--- src/rtl/mmcm_reset_ctrl.sv ---
// mmcm_reset_ctrl
// Drives the MMCM RST input and watches LOCKED. The system reset is released
// only after LOCKED has been continuously stable. The MMCM is re-initialised
// on lock timeout, on lock loss, or on a restart request. A bounded number of
// retries is allowed before the block parks in FAIL.
// RST_PULSE_CYCLES must be at least 4, so that the synchronised lock flag has
// dropped before WAIT_LOCK is entered.
module mmcm_reset_ctrl #(
  parameter int RST_PULSE_CYCLES = 8,
  parameter int LOCK_TIMEOUT     = 4096,
  parameter int STABLE_CYCLES    = 256,
  parameter int MAX_RETRIES      = 3,
  parameter int CNT_W            = 8
) (
  input  logic             clk_i,
  input  logic             rstn_i,
  input  logic             locked_i,
  input  logic             restart_i,
  output logic             mmcm_rst_o,
  output logic             sys_rstn_o,
  output logic             ready_o,
  output logic             fail_o,
  output logic [CNT_W-1:0] relock_cnt_o
);

  // The shared timer must reach the largest terminal value of any state.
  localparam int TMR_MAX_A = (LOCK_TIMEOUT > STABLE_CYCLES) ? LOCK_TIMEOUT : STABLE_CYCLES;
  localparam int TMR_MAX   = (TMR_MAX_A > RST_PULSE_CYCLES) ? TMR_MAX_A : RST_PULSE_CYCLES;
  localparam int TMR_W     = $clog2(TMR_MAX + 1);
  localparam int RTY_W     = (MAX_RETRIES > 0) ? $clog2(MAX_RETRIES + 1) : 1;

  // Terminal timer values. The reset pulse and the stable window end on the
  // last counted cycle. The timeout fires one cycle after the count reaches
  // LOCK_TIMEOUT, which gives LOCK_TIMEOUT+1 cycles in WAIT_LOCK.
  localparam logic [TMR_W-1:0] PULSE_LAST   = TMR_W'(RST_PULSE_CYCLES - 1);
  localparam logic [TMR_W-1:0] TIMEOUT_LAST = TMR_W'(LOCK_TIMEOUT);
  localparam logic [TMR_W-1:0] STABLE_LAST  = TMR_W'(STABLE_CYCLES - 1);
  localparam logic [RTY_W-1:0] RETRY_MAX    = RTY_W'(MAX_RETRIES);

  typedef enum logic [2:0] {
    RESET_MMCM,
    WAIT_LOCK,
    STABLE,
    RUN,
    FAIL
  } state_t;

  state_t           state, state_nxt;
  logic [TMR_W-1:0] tmr, tmr_nxt;
  logic [RTY_W-1:0] retry, retry_nxt;
  logic [CNT_W-1:0] relock_nxt;
  logic             enter;
  logic [1:0]       lock_sync_q;
  logic             locked_s;

  // Two-flop synchroniser for the asynchronous LOCKED flag.
  // NOTE: sequential state uses non-blocking assignments, so every flop
  // samples its pre-edge inputs and the two stages do not collapse into one.
  always_ff @(posedge clk_i or negedge rstn_i) begin
    if (!rstn_i) begin
      lock_sync_q <= 2'b00;
    end else begin
      lock_sync_q <= {lock_sync_q[0], locked_i};
    end
  end

  assign locked_s = lock_sync_q[1];

  // Next-state decision. The priority is: restart, then lock loss, then
  // timeout or stable completion.
  // NOTE: every variable gets a default before the case statement. This keeps
  // the block purely combinational and avoids inferred latches.
  always_comb begin
    state_nxt  = state;
    retry_nxt  = retry;
    relock_nxt = relock_cnt_o;
    enter      = 1'b0;

    if (restart_i) begin
      state_nxt = RESET_MMCM;
      retry_nxt = '0;
      enter     = 1'b1;
    end else begin
      unique case (state)
        RESET_MMCM: begin
          if (tmr == PULSE_LAST) begin
            state_nxt = WAIT_LOCK;
            enter     = 1'b1;
          end
        end

        WAIT_LOCK: begin
          // A lock seen on the timeout cycle still counts as a lock.
          if (locked_s) begin
            state_nxt = STABLE;
            enter     = 1'b1;
          end else if (tmr == TIMEOUT_LAST) begin
            enter = 1'b1;
            if (retry < RETRY_MAX) begin
              retry_nxt = retry + 1'b1;
              state_nxt = RESET_MMCM;
            end else begin
              state_nxt = FAIL;
            end
          end
        end

        STABLE: begin
          if (!locked_s) begin
            enter = 1'b1;
            if (retry >= RETRY_MAX) begin
              state_nxt = FAIL;
            end else begin
              retry_nxt = retry + 1'b1;
              state_nxt = RESET_MMCM;
            end
          end else if (tmr == STABLE_LAST) begin
            state_nxt = RUN;
            retry_nxt = '0;
            enter     = 1'b1;
          end
        end

        RUN: begin
          if (!locked_s) begin
            state_nxt = RESET_MMCM;
            retry_nxt = '0;
            enter     = 1'b1;
            if (relock_cnt_o != '1) begin
              relock_nxt = relock_cnt_o + 1'b1;
            end
          end
        end

        FAIL: begin
          state_nxt = FAIL;
        end

        default: begin
          state_nxt = RESET_MMCM;
          retry_nxt = '0;
          enter     = 1'b1;
        end
      endcase
    end

    // The timer restarts on every state entry. It idles at zero in the
    // states that do not time anything.
    if (enter || (state_nxt == RUN) || (state_nxt == FAIL)) begin
      tmr_nxt = '0;
    end else begin
      tmr_nxt = tmr + 1'b1;
    end
  end

  // State, counters and registered outputs. Each output is decoded from the
  // next state, so it changes on the same edge as the state and cannot glitch.
  always_ff @(posedge clk_i or negedge rstn_i) begin
    if (!rstn_i) begin
      state        <= RESET_MMCM;
      tmr          <= '0;
      retry        <= '0;
      relock_cnt_o <= '0;
      mmcm_rst_o   <= 1'b1;
      sys_rstn_o   <= 1'b0;
      ready_o      <= 1'b0;
      fail_o       <= 1'b0;
    end else begin
      state        <= state_nxt;
      tmr          <= tmr_nxt;
      retry        <= retry_nxt;
      relock_cnt_o <= relock_nxt;
      mmcm_rst_o   <= (state_nxt == RESET_MMCM);
      sys_rstn_o   <= (state_nxt == RUN);
      ready_o      <= (state_nxt == RUN);
      fail_o       <= (state_nxt == FAIL);
    end
  end

endmodule

--- config.mk ---
export PLATFORM = sky130hd
export DESIGN_NAME = mmcm_reset_ctrl
export DESIGN_NICKNAME = d
export VERILOG_FILES = /design/src/rtl/mmcm_reset_ctrl.sv
export SDC_FILE = /design/constraint.sdc
export NUM_CORES = 1
export LEC_CHECK = 0
export CORE_ASPECT_RATIO = 1.75
export CORE_UTILIZATION = 40
export DETAILED_ROUTE_END_ITERATION = 6
export PLACE_DENSITY_LB_ADDON = 0.2
export SLEW_MARGIN = 15
export SYNTH_ARGS = -nofsm -noshare
export SYNTH_HDL_FRONTEND = slang
export SYNTH_SLANG_ARGS = --single-unit
--- constraint.sdc ---
create_clock -name clk_i -period 3.8 [get_ports clk_i]
set_input_delay 0.76 -clock clk_i [delete_from_list [all_inputs] [get_ports clk_i]]
set_output_delay 0.76 -clock clk_i [all_outputs]
set_load 0.005 [all_outputs]
* Yosys cells after proc, flatten, opt, wreduce, memory -nomap -nowiden
Cells that the tools add are included.
** Word-level totals
- Flip-flop bits (word level) :: 31
- Latch bits :: 0
- ROM bits :: 0
- Output and inout port bits :: 12
- Bits of input ports :: 4
- Bits in writable memories :: 0
- Word-level logic and storage cells :: 67
- Memories kept :: 0
** Operators by class
- Equality and inequality tests :: 17
- Add/sub/neg operators :: 3
- Bitwise logic cells :: 2
- Div/mod/pow operators :: 0
- Multiplexer cells :: 28
- Multiply operators :: 0
- Order comparisons :: 2
- Shifts and indexed selects :: 0
- Reductions and logical operators :: 7
** Operators with widths (count)
- two-way mux 3 bit :: 9
- two-way mux 2 bit :: 8
- one-hot mux 3 bit (5 select lines) :: 1
- adder 13 x 1 -> 13 bit (second input constant) :: 1
- == test 13 bit (second input constant) :: 1
- == test 13 x 3 -> 1 bit (second input constant) :: 1
- == test 13 x 8 -> 1 bit (second input constant) :: 1
- two-way mux 13 bit :: 1
- != test 3 bit (second input constant) :: 4
- == test 3 x 2 -> 1 bit (second input constant) :: 3
- adder 8 x 1 -> 8 bit (second input constant) :: 1
- != test 4 bit (second input constant) :: 2
- != test 8 bit (second input constant) :: 1
- one-hot mux 2 bit (4 select lines) :: 1
- two-way mux 1 bit :: 7
- AND reduction 7 bit :: 1
- == test 3 bit (second input constant) :: 2
- zero test 3 bit :: 2
- one-hot mux 1 bit (5 select lines) :: 1
- AND reduction 4 bit :: 1
- == test 3 x 1 -> 1 bit (second input constant) :: 1
- adder 2 x 1 -> 2 bit (second input constant) :: 1
- greater-or-equal comparator 2 bit (second input constant) :: 1
- logical OR 1 bit :: 2
- other kinds (4) :: 5

* Depth between registers and ports, before layout
Gate-level depths: netlist (run 1).
- Word-level depth :: 10
- Mapped depth :: 8
- Mapped depth without buffers :: 7

* Worst setup path after synthesis (run 1)
OpenSTA, ideal clock, no wires.
- Kind :: flip-flop to flip-flop
- From :: register tmr[6]
- To :: register tmr[7]
- Slack :: 1.576 ns
- Path buffers :: 1
- Cell stages (with the launch flop) :: 7
- Data required time :: 3.681 ns
- Data arrival time :: 2.106 ns
- Library setup time :: 0.119 ns
- Path through :: dfrtp_1 -> or4_1 -> or4_4 -> a211o_1 -> nand4b_1 -> buf_6 -> nor2_1
** Between the ends
- Word-level cells in the longest chain between the ends :: 9
- Elaborated cells between the ends (all ways) :: 23
- Classes of those cells :: add/sub (1); eq/ne (5); mux (15); reduce/logical (2)
** RTL lines
- start, declared :: RTL line 49 : logic [TMR_W-1:0] tmr, tmr_nxt;
- start signal, assigned :: RTL line 170 : tmr <= tmr_nxt;
- == test 13 x 8 -> 1 bit or == test 13 bit (tied branches) :: RTL line 117, 97
- two-way mux 3 bit (on tied branches) :: RTL line 117, 97
- two-way mux 3 bit (on tied branches) :: RTL line 109, 94
- one-hot mux 3 bit (5 select lines) :: RTL line 84 : unique case (state)
- two-way mux 3 bit :: RTL line 79 : if (restart_i) begin
- == test 3 x 2 -> 1 bit :: RTL line 149 : if (enter || (state_nxt == RUN) || (state_nxt == FAIL)) begin
- logical OR 1 bit (2 in series) :: RTL line 149
- two-way mux 13 bit (*) :: RTL line 149
- via tmr_nxt[7] :: RTL line 49
Mark *: on every way through the listed nets, which the timed path passes. The rest lies on a longest branch.
A chain may end at the register's enable or synchronous reset.

* Worst setup path after layout (run 1)
- From :: register tmr[6]
- To :: register tmr[5]
** Between the ends
- Word-level cells in the longest chain between the ends :: 9
- Elaborated cells between the ends (all ways) :: 22
- Classes of those cells :: eq/ne (5); mux (15); reduce/logical (2)
** RTL lines
- == test 13 x 8 -> 1 bit or == test 13 bit (tied branches) :: RTL line 117, 97
- two-way mux 3 bit (on tied branches) :: RTL line 117, 97
- two-way mux 3 bit (on tied branches) :: RTL line 109, 94
- one-hot mux 3 bit (5 select lines) (*) :: RTL line 84
- two-way mux 3 bit (*) :: RTL line 79
- via state_nxt[2] :: RTL line 48 : state_t state, state_nxt;
- == test 3 x 2 -> 1 bit :: RTL line 149
- logical OR 1 bit :: RTL line 149
- logical OR 1 bit (*) :: RTL line 149
- two-way mux 13 bit (*) :: RTL line 149
- via tmr_nxt[5] :: RTL line 49
Marks and branches as above.

==> metrics.txt, run 1 <==
maximum level of the CTS H-tree=2; wire length of the first global-routing pass=roughly 5400 um; fraction of final layout cells sized beyond drive strength 1=under 10%; number of diodes=0; worst-path cell chain=or4_1, or4_4, o32ai_1, nand4b_1, nor2_1; sort of element at the start of the critical path=flop; Worst EP arrival=between 2 and 3 ns; residual DRC count=0; slowest CP cell=sky130_fd_sc_hd__or4_4; number of max-cap violations=0; half-perimeter wire length after detailed placement=approximately 2200 um; GRT Util Overall=around 17%; I/O pin cnt=16; post-route worst hold slack=approximately 0.36 ns; Final setup violation count=0; antenna violations before repair=0; Avg Inst Size Synth=just over 10 um2; sequential area share after synthesis=between 40% and 50%; clock buffer count from CTS=5; maximum number of pins on one net before global-route repair=32; CTS root buf=sky130_fd_sc_hd__clkbuf_8; Achievable Freq=392 MHz; maximum ir drop on the vdd rail=around 320 uV; Core Rows=29; clock latency reported for the late side of the worst-skew pair=~0.28 ns; Max-slew headroom=between 50 and 60%; number of gates given a new drive strength after cts=0; transition time of the tightest slew-check pin=approximately 0.62 ns; Sequential Area=a little under 800 um2; Detailed Route Iter0 Violations=37; CTS max path bufs=2; area used by multi-input combinational logic=~740 um2; routed len/inst=about 14 um; Fin. Hold Viols=0; share of synthesized registers carrying an async set or reset=between 90% and 100%; Net Count, Synth=~160; RSZ-0062 raised after global routing=false; detailed-route vias per instance=approximately 5.5; initial cell density of the core=about 42%; Syn Std Cell Area=around 0.0016 mm2; TritonCTS clock tree=built; most instantiated flip-flop cell in the synthesis netlist=sky130_fd_sc_hd__dfrtp_1; fraction of post-synthesis cell area in the top cell type by area=between 40 and 50%; post-route minimum period=around 2.5 ns; count of filler cells inserted in the layout=around 360; critical path data required time=slightly below 4 ns; Synth-to-Final Area Change=19.6%; number of global-route vias before repair=around 1300; die height=between 80 and 90 um; Setup Skew=around 0.0050 ns; critical path class=reg2reg; PwrDens=between 300 and 400 mW/mm2; via count=approximately 1200; Post-CTS Setup Repair Bufs=0; warning count from the yosys run=0; top cell type by total area after synthesis=sky130_fd_sc_hd__dfrtp_1; register clock-pin slew on the reported worst setup and hold paths=~0.070 ns; port buffer count=15; DRT Pass-1 Iters=4; delay of the slowest critical-path stage=between 0.5 and 0.6 ns; gp weighted congestion=slightly above 0.9; result of the run=finished clean; reg-to-reg setup timing slack=1.25 ns; post-synthesis register bit count=31; final period utilization=~67%; standard cell core area=0.00370 mm2; number of nets in the layout=roughly 180; worst hold path type=reg2reg; largest driver fanout on the critical path=13; overflow left after global routing=0; overall routed net length=about 3000 um; sum of negative setup slack=0 ns; top area cells in the synthesized netlist=sky130_fd_sc_hd__dfrtp_1 (48%), sky130_fd_sc_hd__xor2_1 (6.2%), sky130_fd_sc_hd__nand3_1 (4.8%), sky130_fd_sc_hd__nor2_1 (4.1%), sky130_fd_sc_hd__xnor2_1 (3.9%); clock net sink count=31; count of different cell masters after synthesis=39; standby leakage power=0.848 nW; number of enable flip-flop cells after synthesis=0; antenna violation net count after detailed routing=0; die area=around 0.0042 mm2; Post-Syn Instances=151; endpoint type of the worst setup path=flop; cts-stage hold buffer count=0; Die X=a little under 50 um; Slew Viols, Final=0
-- synth_stat cells (3+ instances only) --
cell type                  instances
sky130_fd_sc_hd__and4_1            3
sky130_fd_sc_hd__xor2_1           11
sky130_fd_sc_hd__nor2_1           17
sky130_fd_sc_hd__nand4_1           4
sky130_fd_sc_hd__nor2b_1           4
sky130_fd_sc_hd__inv_1             7
sky130_fd_sc_hd__a21oi_1           3
sky130_fd_sc_hd__nand3_1          15
sky130_fd_sc_hd__a31oi_1           3
sky130_fd_sc_hd__and3_1            4
sky130_fd_sc_hd__xnor2_1           7
sky130_fd_sc_hd__nand2b_1          3
sky130_fd_sc_hd__nand2_1           4
sky130_fd_sc_hd__dfrtp_1          30
sky130_fd_sc_hd__ha_1              4
-- cell usage in the layout (no fill, tap or decap), types with 2 or more instances in the layout --
master / n
sky130_fd_sc_hd__mux2i_1: 2
sky130_fd_sc_hd__nand4b_1: 2
sky130_fd_sc_hd__nand2b_1: 3
sky130_fd_sc_hd__and3_1: 4
sky130_fd_sc_hd__nand2_1: 4
sky130_fd_sc_hd__nand3_1: 15
sky130_fd_sc_hd__nor2_1: 17
sky130_fd_sc_hd__xor2_1: 11
sky130_fd_sc_hd__xnor2_1: 7
sky130_fd_sc_hd__clkdlybuf4s50_1: 15
sky130_fd_sc_hd__or4_4: 2
sky130_fd_sc_hd__a21oi_1: 3
sky130_fd_sc_hd__and4_1: 3
sky130_fd_sc_hd__o21ai_0: 2
sky130_fd_sc_hd__a31oi_1: 3
sky130_fd_sc_hd__nand3b_1: 2
sky130_fd_sc_hd__dfrtp_1: 30
sky130_fd_sc_hd__nor4_1: 2
sky130_fd_sc_hd__nand4_1: 4
sky130_fd_sc_hd__o32ai_1: 2
sky130_fd_sc_hd__inv_1: 7
sky130_fd_sc_hd__nor2b_1: 4
sky130_fd_sc_hd__clkbuf_8: 6
sky130_fd_sc_hd__ha_1: 4
-- where the power goes --
| part | leakage (nW) | switching (mW) | internal (mW) | total, mW |
|---|---|---|---|---|
| clock network | 0.0612 | 0.119 | 0.212 | 0.331 |
| logic | 0.364 | 0.0166 | 0.00936 | 0.0260 |
| registers | 0.423 | 0.00542 | 0.334 | 0.340 |
-- flip-flops by register name, summed over array words and instances, names as in the netlist --
signal	flops
fail_o	1
lock_sync_q	2
mmcm_rst_o	1
ready_o	1
relock_cnt_o	8
retry	2
state	3
tmr	13
-- kinds of logic after synthesis --
group                    Yosys count  share of synthesized area [%]
buffers and inverters             11                           3.36
XOR/XNOR                          18                           10.1
multiplexers                       3                           2.00
AND/OR/NAND/NOR                   66                           23.4
AO/OA/AOI/OAI                     18                           8.39
flip-flops                        31                           49.6
adder cells (fa/ha/maj)            4                           3.20
-- per-stage QoR --
step | setup slack, ns | instance area [um2] | cells | power [mW] | util [%]
after global placement | 1.12 | 1760 | 209 | 0.371 | 47.4
after global routing | 1.04 | 1870 | 217 | 0.725 | 50.6
after detailed placement | 1.05 | 1760 | 209 | 0.372 | 47.4
after CTS | 1.28 | 1870 | 217 | 0.707 | 50.6
after floorplan | 1.58 | 1570 | 151 | 0.358 | -
final | 1.25 | 1870 | 217 | 0.697 | 50.6
-- worst max-delay path: cells and delay by family (launching register included) --
family	cells	cell delay [ns]
AND/OR/NAND/NOR	4	1.73
flip-flops	1	0.42
AO/OA/AOI/OAI	1	0.26
-- final cells by class --
class / instances / share of cell area (%)
clock inverters: 2 / 1.87
clock buffers: 6 / 4.41
inverters: 7 / 1.40
repair buffers: 16 / 8.42
flip-flops and latches: 31 / 41.5
well taps: 46 / 3.07
multi-input cells: 109 / 39.3
-- path summary, 6_finish.rpt --
path | to | start | cells past startpoint
setup / recovery | tmr[5]$_DFF_PN0_ | tmr[6]$_DFF_PN0_ | 5
hold / removal | lock_sync_q[1]$_DFF_PN0_ | lock_sync_q[0]$_DFF_PN0_ | 0
setup reg to reg | tmr[5]$_DFF_PN0_ | tmr[6]$_DFF_PN0_ | 5
hold reg to reg | lock_sync_q[1]$_DFF_PN0_ | lock_sync_q[0]$_DFF_PN0_ | 0
max in group asynchronous | mmcm_rst_o$_DFF_PN1_ | rstn_i | 2
min in group asynchronous | retry[1]$_DFFE_PN0P_ | rstn_i | 2
-- metal layers --
metal	global-route usage, %	vias up	routed length (um)
met5	0	-	0
met3	4.17	8	99
met2	29.4	22	1620
li1	-	575	-
met1	17.2	586	1260
met4	12.0	0	85
No activity file was read; power rests on OpenSTA's default activity.
==> run 2, diff against run 1 <==
clock period = 2.44 ns   (was 3.8 ns; I/O delays follow)
==> metrics.txt, run 2 (synthesized netlist as in run 1, its figures left out) <==
number of flip-flops under the largest register name=13; Synth-to-Final Area Change=21.6%; Achievable Freq=~440 MHz; slowest CP cell=sky130_fd_sc_hd__or4_4; Die X=slightly below 50 um; maximum number of pins on one net before global-route repair=32; fraction of final layout cells sized beyond drive strength 1=approximately 13%; internal power of the cells=738 uW; critical path data required time=2.61 ns; overall routed net length=between 3000 and 4000 um; clock latency reported for the late side of the worst-skew pair=0.29 ns; Non-Filler Cell Area, Final=0.00191 mm2; Core Rows=29; RSZ-0062 raised after global routing=false; number of diodes=0; overflow left after global routing=0; endpoint type of the worst setup path=flop; sort of element at the start of the critical path=flop; clock net sink count=31; TritonCTS clock tree=built; number of max-cap violations=0; clock buffer count from CTS=5; Fin. Hold Viols=0; Worst EP arrival=around 2.5 ns; CTS root buf=sky130_fd_sc_hd__clkbuf_8; count of filler cells inserted in the layout=around 360; standard cell core area=0.00370 mm2; commonest non-fill, non-tap cells in the layout=sky130_fd_sc_hd__dfrtp_1 (30), sky130_fd_sc_hd__nor2_1 (17), sky130_fd_sc_hd__nand3_1 (15), sky130_fd_sc_hd__clkdlybuf4s50_1 (15), sky130_fd_sc_hd__xor2_1 (11); sum of negative setup slack=0 ns; die area=between 0.004 and 0.005 mm2; Comb power frac=under 10%; proportion of power drawn by flip-flops and latches=a little over half; half-perimeter wire length after detailed placement=2510 um; switch share=between 20% and 30%; gp weighted congestion=about 0.84; largest driver fanout on the critical path=13; maximum ir drop on the vdd rail=331 uV; worst hold path type=reg2reg; Max-slew headroom=between 70% and 80%; Final setup violation count=0; wire length of the first global-routing pass=slightly below 6000 um; routed len/inst=about 15 um; number of nets in the layout=~190; cell family with the largest share of critical-path delay=simple AND/OR/NAND/NOR gates; post-route minimum period=approximately 2.3 ns; DRT Pass-1 Iters=4; critical path class=reg2reg; standby leakage power=a little under 0.9 nW; count of buffer and inverter cells on the critical path=1; delay of the slowest critical-path stage=between 0.5 and 0.6 ns; Post-CTS Setup Repair Bufs=0; registers with the highest flip-flop counts=tmr x13, relock_cnt_o x8, state x3; net load switching power=231 uW; worst-path cell chain=or4_4, or4_4, o32ai_1, nand4b_1, buf_12, nor2_1; final period utilization=a little over nine tenths; total power draw=slightly below 1 mW; register clock-pin slew on the reported worst setup and hold paths=~0.07 ns; GRT Util Overall=between 10% and 20%; placement-stage cell area=0.00182 mm2; number of global-route vias before repair=1365; library cell appearing most often on the critical path=sky130_fd_sc_hd__or4_4; Slew Viols, Final=0; cts-stage hold buffer count=0; CTS max path bufs=2; result of the run=finished clean; residual DRC count=0; PwrDens=509 mW/mm2; via count=1244; transition time of the tightest slew-check pin=roughly 0.42 ns; die height=84.8 um; leading cell type in the layout, fill and taps excluded=sky130_fd_sc_hd__dfrtp_1; register bank with the most flops=tmr; number of gates given a new drive strength after cts=0; clock group share of total power=approximately two fifths; Detailed Route Iter0 Violations=between 40 and 50; antenna violation net count after detailed routing=0; maximum level of the CTS H-tree=2; antenna violations before repair=0; initial cell density of the core=a little over two fifths; I/O pin cnt=16; Setup Skew=~0.0075 ns; port buffer count=15; detailed-route vias per instance=around 5.6
## run 2: changes by cell type in the layout (fill, tap and decap cells not counted), sizes merged
cell	delta
bufinv	-1
buf	+7
clkinvlp	+1
## run 2: layer usage
metal	part of all wire (%)	wire [um]	vias up	track usage, %
li1	-	-	584	-
met1	38	1300	612	17.8
met2	55	1880	34	34.2
met3	3.3	113	14	4.71
met4	3.5	119	0	13.9
met5	0	0	-	0
## run 2: per-stage QoR
step	instances	setup WS, ns	utilization, %	hold WS, ns
finish	224	0.147	51.5	0.357
global route	224	0.0794	51.5	0.370
global placement	216	0.189	49.2	0.335
CTS	224	0.152	51.5	0.357
detailed placement	216	0.160	49.2	0.344
floorplan	151	0.216	-	0.192
## run 2: final cells by class
type                            instances  area, um2  share of cell area, %
Multi-Input combinational cell        109        737                   38.7
Inverter                                7       26.3                   1.38
Clock buffer                            6       72.6                   3.81
Sequential cell                        31        777                   40.8
Tap cell                               46       57.6                   3.02
Timing Repair Buffer                   23        223                   11.7
Clock inverter                          2       12.5                  0.657
## run 2: power groups by stage
stage / sequential (mW) / clock (mW) / combinational [mW]
6_report: 0.530 / 0.393 / 0.0466
3_3_place_gp: 0.539 / 0 / 0.0458
5_1_grt: 0.531 / 0.427 / 0.0529
2_1_floorplan: 0.536 / 0 / 0.0208
3_5_place_dp: 0.539 / 0 / 0.0476
4_1_cts: 0.529 / 0.408 / 0.0477
## run 2: worst paths after layout
path / from / end / slack [ns] / cells after the start
max in group asynchronous: rstn_i / mmcm_rst_o$_DFF_PN1_ / 1.53 / 2
worst min-delay path: lock_sync_q[0]$_DFF_PN0_ / lock_sync_q[1]$_DFF_PN0_ / 0.36 / 0
worst max-delay path: tmr[9]$_DFF_PN0_ / tmr[5]$_DFF_PN0_ / 0.15 / 6
min in group asynchronous: rstn_i / state[1]$_DFF_PN0_ / 0.60 / 2
worst max register to register: tmr[9]$_DFF_PN0_ / tmr[5]$_DFF_PN0_ / 0.15 / 6
worst min register to register: lock_sync_q[0]$_DFF_PN0_ / lock_sync_q[1]$_DFF_PN0_ / 0.36 / 0
==> run 3, diff against run 2 <==
CORE_UTILIZATION = 25   (was 40)
HOLD_SLACK_MARGIN = 0.02   (was not set)
SLEW_MARGIN = not set   (was 15)
==> metrics.txt, run 3 (synthesized netlist as in run 1, its figures left out) <==
number of global-route vias before repair=roughly 1200; met2 wire len=1930 um; sum of negative setup slack=0 ns; CTS root buf=sky130_fd_sc_hd__clkbuf_8; register bank with the most flops=tmr; Die X=61.8 um; worst slack after detailed placement=0.153 ns; number of gates given a new drive strength after cts=0; antenna violation net count after detailed routing=0; CTS max path bufs=2; clock net sink count=31; post-route minimum period=between 2 and 2.5 ns; detailed-route wire length on metal 1=~1300 um; gp weighted congestion=around 0.88; commonest non-fill, non-tap cells in the layout=sky130_fd_sc_hd__dfrtp_1 (30), sky130_fd_sc_hd__nor2_1 (17), sky130_fd_sc_hd__nand3_1 (15), sky130_fd_sc_hd__clkdlybuf4s50_1 (15), sky130_fd_sc_hd__xor2_1 (11); Achievable Freq=around 440 MHz; endpoint type of the worst setup path=flop; Worst EP arrival=2.47 ns; critical path data required time=roughly 2.6 ns; clock buffer count from CTS=5; overflow left after global routing=0; registers with the highest flip-flop counts=tmr x13, relock_cnt_o x8, state x3; routed len/inst=between 10 and 15 um; sort of element at the start of the critical path=flop; met3 routed WL=122 um; maximum ir drop on the vdd rail=between 200 and 250 uV; I/O pin cnt=16; number of diodes=0; maximum number of pins on one net before global-route repair=32; cts-stage hold buffer count=0; uppermost routed layer=met4; port buffer count=15; maximum level of the CTS H-tree=2; final period utilization=approximately 94%; TritonCTS clock tree=built; Core Rows=37; detailed-route vias per instance=about 4.8; residual DRC count=0; Post-CTS Setup Repair Bufs=0; number of nets in the layout=between 150 and 200; standby leakage power=slightly below 0.9 nW; reg-to-reg setup timing slack=roughly 0.15 ns; Fin. Hold Viols=0; antenna violations before repair=0; RSZ-0062 raised after global routing=false; half-perimeter wire length after detailed placement=roughly 2500 um; GRT Util Overall=approximately 12%; initial cell density of the core=a little over a quarter; Final setup violation count=0; die height=approximately 110 um; largest driver fanout on the critical path=13; number of max-cap violations=0; die area=about 0.0066 mm2; register clock-pin slew on the reported worst setup and hold paths=0.07 ns; placement-stage cell area=about 0.0019 mm2; Slew Viols, Final=0; Detailed Route Iter0 Violations=82; wire length of the first global-routing pass=5840 um; critical path class=reg2reg; Non-Filler Cell Area, Final=just under 0.002 mm2; Synth-to-Final Area Change=24.2%; Sequential Area=around 780 um2; overall routed net length=~3400 um; Setup Skew=~0.013 ns; PwrDens=between 500 and 600 mW/mm2; Max-slew headroom=approximately 74%; result of the run=finished clean; clock latency reported for the late side of the worst-skew pair=about 0.29 ns; Final Worst Setup Slack=roughly 0.15 ns; number of flip-flops under the largest register name=13; standard cell core area=0.00597 mm2; DRT Pass-1 Iters=4; transition time of the tightest slew-check pin=0.393 ns; fraction of final layout cells sized beyond drive strength 1=12.9%; area used by multi-input combinational logic=737 um2; worst hold path type=reg2reg; count of filler cells inserted in the layout=about 600; leading cell type in the layout, fill and taps excluded=sky130_fd_sc_hd__dfrtp_1; via count=1226
run 3: cell counts in the layout (fill, tap and decap cells not counted):
No cell type changed its count.
run 3: where the power goes:
| part | total [mW] | switching [mW] | internal, mW |
|---|---|---|---|
| registers | 0.529 | 0.00921 | 0.520 |
| clock network | 0.398 | 0.199 | 0.199 |
| logic | 0.0465 | 0.0273 | 0.0192 |
| total | 0.974 | 0.236 | 0.738 |
run 3: worst max-delay path, cell delays in order, from the launching register on:
cell and delay, ns:
sky130_fd_sc_hd__dfrtp_1 0.41, sky130_fd_sc_hd__or4_1 0.55, sky130_fd_sc_hd__or4_4 0.56, sky130_fd_sc_hd__a211o_1 0.31, sky130_fd_sc_hd__nand4b_1 0.15, sky130_fd_sc_hd__buf_12 0.15, sky130_fd_sc_hd__nor2_1 0.05
run 3: final cells by class:
class / count / share of cell area, %
Clock buffer: 6 / 3.73
Clock inverter: 2 / 0.643
Inverter: 7 / 1.35
Multi-Input combinational cell: 109 / 37.9
Sequential cell: 31 / 39.9
Tap cell: 78 / 5.02
Timing Repair Buffer: 23 / 11.4
run 3: path summary, 6_finish.rpt:
check / from / endpoint / cells after the start
max: tmr[6]$_DFF_PN0_ / tmr[4]$_DFF_PN0_ / 6
max in group asynchronous: rstn_i / mmcm_rst_o$_DFF_PN1_ / 2
max reg2reg: tmr[6]$_DFF_PN0_ / tmr[4]$_DFF_PN0_ / 6
min in group asynchronous: rstn_i / retry[0]$_DFFE_PN0P_ / 2
min: lock_sync_q[0]$_DFF_PN0_ / lock_sync_q[1]$_DFF_PN0_ / 0
min reg2reg: lock_sync_q[0]$_DFF_PN0_ / lock_sync_q[1]$_DFF_PN0_ / 0
run 3: per-stage QoR:
| stage | instances | util, % | hold WS, ns | power, mW |
|---|---|---|---|---|
| 2_1_floorplan | 151 | - | 0.192 | 0.557 |
| 3_3_place_gp | 248 | 31.2 | 0.348 | 0.586 |
| 3_5_place_dp | 248 | 31.2 | 0.343 | 0.587 |
| 4_1_cts | 256 | 32.6 | 0.359 | 0.991 |
| 5_1_grt | 256 | 32.6 | 0.379 | 1.02 |
| 6_report | 256 | 32.6 | 0.355 | 0.974 |
run 3: layer usage:
| layer | GRT usage [%] | vias to the layer above |
|---|---|---|
| met5 | 0 | - |
| met4 | 5.87 | 0 |
| met3 | 3.62 | 6 |
| met2 | 21.3 | 28 |
| met1 | 12.8 | 607 |
| li1 | - | 585 |
